File: config.mk
export PLATFORM = sky130hd
export DESIGN_NAME = maze_neighbor_prober
export DESIGN_NICKNAME = d
export VERILOG_FILES = /design/src/rtl/maze_pkg.sv /design/src/rtl/maze_neighbor_addr.sv /design/src/rtl/maze_neighbor_prober.sv
export SDC_FILE = /design/constraint.sdc
export NUM_CORES = 1
export LEC_CHECK = 0
export ABC_AREA = 1
export CORE_ASPECT_RATIO = 0.8
export CORE_UTILIZATION = 35
export CTS_CLUSTER_SIZE = 14
export DETAILED_ROUTE_END_ITERATION = 12
export GPL_ROUTABILITY_DRIVEN = 0
export PLACE_DENSITY = 0.57
export SYNTH_ARGS = -nofsm -noshare
export SYNTH_HDL_FRONTEND = slang
export SYNTH_SLANG_ARGS = --single-unit
File: constraint.sdc
create_clock -name clk -period 3.9 [get_ports clk]
set_clock_uncertainty 0.05 [all_clocks]
set_input_delay 0.78 -clock clk [delete_from_list [all_inputs] [get_ports clk]]
set_output_delay 0.78 -clock clk [all_outputs]
set_load 0.01 [all_outputs]
File: src/rtl/maze_pkg.sv
// Shared maze definitions: prober state encoding, probe direction order and cell encoding.
// Also used by the solver FSM.
package maze_pkg;

  typedef enum logic [2:0] {
    ST_IDLE,
    ST_READ,
    ST_SAMPLE,
    ST_WRITE,
    ST_DONE
  } state_e;

  localparam logic [1:0] DIR_UP    = 2'd0;
  localparam logic [1:0] DIR_RIGHT = 2'd1;
  localparam logic [1:0] DIR_DOWN  = 2'd2;
  localparam logic [1:0] DIR_LEFT  = 2'd3;

  localparam logic CELL_WALL = 1'b1;
  localparam logic CELL_FREE = 1'b0;

endpackage

File: src/rtl/maze_neighbor_addr.sv
// Combinational neighbour address for one probe direction, plus a flag saying whether that
// neighbour lies inside the N x N maze. The flag is also cleared when the centre cell itself is off the maze.
module maze_neighbor_addr
  import maze_pkg::*;
#(
  parameter int N = 16,
  parameter int B = 4
) (
  input  logic [B-1:0] cur_x,
  input  logic [B-1:0] cur_y,
  input  logic [1:0]   dir,
  output logic [B-1:0] nx,
  output logic [B-1:0] ny,
  output logic         in_bounds
);

  // One extra bit so that N = 2^B can be represented.
  localparam logic [B:0] N_LIM  = (B+1)'(N);
  localparam logic [B:0] N_LAST = (B+1)'(N - 1);

  logic cur_ok;
  logic dir_ok;

  always_comb begin
    cur_ok = ({1'b0, cur_x} < N_LIM) && ({1'b0, cur_y} < N_LIM);
    nx     = cur_x;
    ny     = cur_y;
    dir_ok = 1'b0;
    case (dir)
      DIR_UP: begin
        nx     = cur_x - 1'b1;
        dir_ok = (cur_x != '0);
      end
      DIR_RIGHT: begin
        ny     = cur_y + 1'b1;
        dir_ok = ({1'b0, cur_y} != N_LAST);
      end
      DIR_DOWN: begin
        nx     = cur_x + 1'b1;
        dir_ok = ({1'b0, cur_x} != N_LAST);
      end
      default: begin
        ny     = cur_y - 1'b1;
        dir_ok = (cur_y != '0);
      end
    endcase
    in_bounds = dir_ok && cur_ok;
  end

endmodule

File: src/rtl/maze_neighbor_prober.sv
// Maze memory initiator. It probes the four neighbours of a cell and returns an open-direction mask,
// or it writes one cell. Every memory pin is driven straight from a flop.
module maze_neighbor_prober
  import maze_pkg::*;
#(
  parameter int N = 16,
  parameter int B = 4
) (
  input  logic         clk,
  input  logic         rst_n,
  input  logic         start,
  input  logic         op,
  input  logic [B-1:0] cur_x,
  input  logic [B-1:0] cur_y,
  input  logic         mark_val,
  output logic         busy,
  output logic         done,
  output logic [3:0]   open_mask,
  output logic         mem_read,
  output logic         mem_write,
  output logic [B-1:0] mem_x,
  output logic [B-1:0] mem_y,
  output logic         mem_din,
  input  logic         mem_dout
);

  localparam logic [B:0] N_LIM = (B+1)'(N);

  state_e       state_q, state_d;
  logic [1:0]   dir_q, dir_d;
  logic [B-1:0] cx_q, cx_d, cy_q, cy_d;
  logic         inb_q, inb_d;
  logic [3:0]   mask_q, mask_d;
  logic         busy_q, busy_d, done_q, done_d;
  logic         rd_q, rd_d, wr_q, wr_d, din_q, din_d;
  logic [B-1:0] mx_q, mx_d, my_q, my_d;

  logic [B-1:0] a_x, a_y, nb_x, nb_y;
  logic [1:0]   a_dir;
  logic         nb_inb;
  logic         in_ok;

  // The next read address is registered on the same edge that raises mem_read. It is computed
  // from the live inputs while idle and from the latched cell once a probe is running.
  assign a_x   = (state_q == ST_IDLE) ? cur_x  : cx_q;
  assign a_y   = (state_q == ST_IDLE) ? cur_y  : cy_q;
  assign a_dir = (state_q == ST_IDLE) ? DIR_UP : dir_q + 2'd1;
  assign in_ok = ({1'b0, cur_x} < N_LIM) && ({1'b0, cur_y} < N_LIM);

  maze_neighbor_addr #(
    .N(N),
    .B(B)
  ) u_addr (
    .cur_x    (a_x),
    .cur_y    (a_y),
    .dir      (a_dir),
    .nx       (nb_x),
    .ny       (nb_y),
    .in_bounds(nb_inb)
  );

  always_comb begin
    state_d = state_q;
    dir_d   = dir_q;
    cx_d    = cx_q;
    cy_d    = cy_q;
    inb_d   = inb_q;
    mask_d  = mask_q;
    done_d  = 1'b0;
    rd_d    = 1'b0;
    wr_d    = 1'b0;
    din_d   = din_q;
    mx_d    = mx_q;
    my_d    = my_q;
    case (state_q)
      ST_IDLE: begin
        if (start) begin
          cx_d = cur_x;
          cy_d = cur_y;
          if (!op) begin
            state_d = ST_READ;
            dir_d   = DIR_UP;
            mask_d  = '0;
            inb_d   = nb_inb;
            rd_d    = nb_inb;
            mx_d    = nb_x;
            my_d    = nb_y;
          end else begin
            state_d = ST_WRITE;
            wr_d    = in_ok;
            mx_d    = cur_x;
            my_d    = cur_y;
            din_d   = mark_val;
          end
        end
      end
      ST_READ: state_d = ST_SAMPLE;
      ST_SAMPLE: begin
        mask_d[dir_q] = inb_q && (mem_dout == CELL_FREE);
        if (dir_q == DIR_LEFT) begin
          state_d = ST_DONE;
          done_d  = 1'b1;
        end else begin
          state_d = ST_READ;
          dir_d   = dir_q + 2'd1;
          inb_d   = nb_inb;
          rd_d    = nb_inb;
          mx_d    = nb_x;
          my_d    = nb_y;
        end
      end
      ST_WRITE: begin
        state_d = ST_DONE;
        done_d  = 1'b1;
      end
      default: state_d = ST_IDLE;
    endcase
    busy_d = (state_d != ST_IDLE);
  end

  always_ff @(posedge clk or negedge rst_n) begin
    if (!rst_n) begin
      state_q <= ST_IDLE;
      dir_q   <= '0;
      cx_q    <= '0;
      cy_q    <= '0;
      inb_q   <= 1'b0;
      mask_q  <= '0;
      busy_q  <= 1'b0;
      done_q  <= 1'b0;
      rd_q    <= 1'b0;
      wr_q    <= 1'b0;
      din_q   <= 1'b0;
      mx_q    <= '0;
      my_q    <= '0;
    end else begin
      state_q <= state_d;
      dir_q   <= dir_d;
      cx_q    <= cx_d;
      cy_q    <= cy_d;
      inb_q   <= inb_d;
      mask_q  <= mask_d;
      busy_q  <= busy_d;
      done_q  <= done_d;
      rd_q    <= rd_d;
      wr_q    <= wr_d;
      din_q   <= din_d;
      mx_q    <= mx_d;
      my_q    <= my_d;
    end
  end

  assign busy      = busy_q;
  assign done      = done_q;
  assign open_mask = mask_q;
  assign mem_read  = rd_q;
  assign mem_write = wr_q;
  assign mem_x     = mx_q;
  assign mem_y     = my_q;
  assign mem_din   = din_q;

endmodule

==> metrics.cfg <==
[run_status]
status = finished with violations
violations = design-rule violations

[die]
coreArea_um2 = 5435
num_rows = 24
start_util_pct = 36.37
dieArea_um2 = 5955
pin_count = 31
die_y_um = 69.22
die_w_um = 86.03

[finish]
drive_gt1_share_pct = 10.56
nets = 311
final_common_cell = nand2_1
area.growth.synth_to_final_pct = 25.19
mostFrequentLayoutCells = 57 x nand2_1, 39 x inv_1, 31 x dfrtp_1
post-route-util_pct = 45.53
diodes = 0

[synth]
synth_area_leaders = dfrtp_1 39%, nand2_1 11%, ha_1 7.6%, inv_1 7.4%, nand3_1 5.8%
ys_warn_count = 0
syn_area_um2 = 1977
synth-main-ff-cell = dfrtp_1
ys_ff_latch = 31
synthDistinctLibCells = 29
async_reset_ff_share_pct = 100.0
syn_area_per_cell_um2 = 7.939
synth-seq-area-share_pct = 39.24
synthDominantCellAreaShare_pct = 39.24
syn_nets = 277
synth_top_area_cell = dfrtp_1
synth-edff-count = 0
syn-instance-count = 249

[worst_setup_path]
cp_max_fo = 16
cp.arrival_ps = 2890
worstSetupEndpointType = flip-flop
cpPeakStageDelay_ps = 450
worst-setup-path-type = flip-flop to flip-flop
path_cells = nor2_8 > nand2_4 > inv_4 > nor2_8 > inv_2 > ha_1 > inv_1 > fa_1 > xnor2_1 > o211ai_1 > o21ai_0 > o21ai_0
cp.required_ps = 4050
critPathSlowestCell = dfrtp_1
start_kind = flip-flop

[route]
routed_via_density = 4.685
totalWireLength_mm = 4.614
wl_met2_mm = 1.972
wl_per_cell_um = 12.75
antenna_left = 0
highest_layer = met3
first_pass_iters = 8
route.met3.wl_um = 177
met1_length_mm = 2.464
via_count = 1696
drc = 1
drtIter0Drc = 131

[clock_tree]
htree_levels = 2
cts_resized = 0
cts_sinks = 31
cts_tree = yes
clk_latency_ps = 280
cts.root.buffer_cell = clkbuf_8
ctsHoldBuffers = 0
post_cts_buffers = 0
clk_path_buf_depth = 2
cts-buffers-inserted = 5
clkTransAtPathRegs_ps = 80

[sta]
relSlewSlack_pct = 68.57
final-hold-violation-count = 0
setup_viol = 0
drv_slew = 0
period_share_pct = 70.34
tightest_slew_ps = 470.4
fin_tns_setup_ps = 0
rsz0062_at_grt = false
holdWs_ps = 426.4
setup_slack_ps = 1157
period_minus_slack_ps = 2743
max_freq_mhz = 364.5

[power_and_ir_drop]
p_leak_nw = 1.258
power_density_nw_per_um2 = 958.5
vdd_drop_max_uv = 403.5

[grt]
antenna_found_initial = 0
grt_pass1_vias = 1569
overflow = 0
track_usage_pct = 17.14
grt_max_degree = 32
grt_pass1_wl_mm = 7.900

[flow_run]
max_cap_viol_count = 0

[placed_design]
pre_cts_ws_ps = 1055
portBuffers = 30
dp_hpwl_mm = 3.547

[min_path]
hold_path_class = flip-flop to flip-flop

==> per-layer routing <==
metal | track usage (%) | vias up
met5 | 0 | -
met4 | 5.000 | 0
met3 | 3.333 | 0
met2 | 24.34 | 39
met1 | 26.16 | 783
li1 | - | 874
==> worst paths after layout <==
| kind | from | end | slack (ps) | cells after the start |
|---|---|---|---|---|
| min reg2reg | mem_y[0] | mem_y[0] | 430 | 2 |
| max reg2reg | state_q[0] | mem_x[2] | 1160 | 12 |
| max | state_q[0] | mem_x[2] | 1160 | 12 |
| max in group asynchronous | rst_n | cy_q[3] | 2660 | 2 |
| min in group asynchronous | rst_n | dir_q[0] | 840 | 2 |
| min | mem_y[0] | mem_y[0] | 430 | 2 |
==> cell families after synthesis <==
logic type	after synthesis	synth area share, %
adder cells (fa/ha/maj)	14	9.620
buffers and inverters	46	9.367
multiplexers	1	0.5696
flip-flops	31	39.24
AND/OR/NAND/NOR	106	26.01
AO/OA/AOI/OAI	49	14.30
XOR/XNOR	2	0.8862
==> power by group <==
part	total [mW]	internal, mW	switching, mW
clock	0.328	0.207	0.121
combinational	1.49	0.586	0.909
sequential	0.549	0.459	0.0907
total	2.37	1.25	1.12
==> area by class of cell <==
type | instances | area (µm²)
fillers | 557 | 2960
repair buffers | 31 | 307.8
clock buffers | 6 | 82.58
clock inverters | 2 | 35.03
flip-flops and latches | 31 | 775.7
inverters | 42 | 160.2
multi-input cells | 172 | 1016
well taps | 78 | 97.59
==> metrics by stage <==
step,power [mW],cell area (µm²),std cells
final,2.372,2475,362
after global routing,2.610,2475,362
after CTS,2.388,2475,362
after detailed placement,2.043,2357,354
after global placement,2.038,2357,354
after floorplan,1.627,1977,249
==> sequential cells by signal, summed over array words and instances (netlist names) <==
register and cells:
mem_write 1, dir_q 2, done 1, mem_din 1, inb_q 1, mem_read 1
mem_y 4, busy 1, mem_x 4, state_q 3, cx_q 4, open_mask 4
cy_q 4
==> worst max-delay path, delay by kind of cell, from the launching register on <==
kind	cells	cell delay [ps]
DFF	1	450
and+or+nand+nor	3	460
buffers and inverters	3	410
AOI/OAI and AO/OA	3	470
xor gates and xnor gates	1	160
adders and majority gates	2	660
==> cells in the mapped netlist (2+ instances only) <==
cell type  instances
nand2_1           57
inv_1             39
dfrtp_1           31
nand3_1           23
o21ai_0           23
ha_1              12
nor2_1            11
a21oi_1            9
nand2_2            6
o21ai_1            6
nand2_4            4
a32o_1             3
o21ai_2            3
buf_2              2
fa_1               2
inv_2              2
nor2_8             2
o211ai_1           2
xnor2_1            2
No activity file was read; power rests on OpenSTA's default activity.
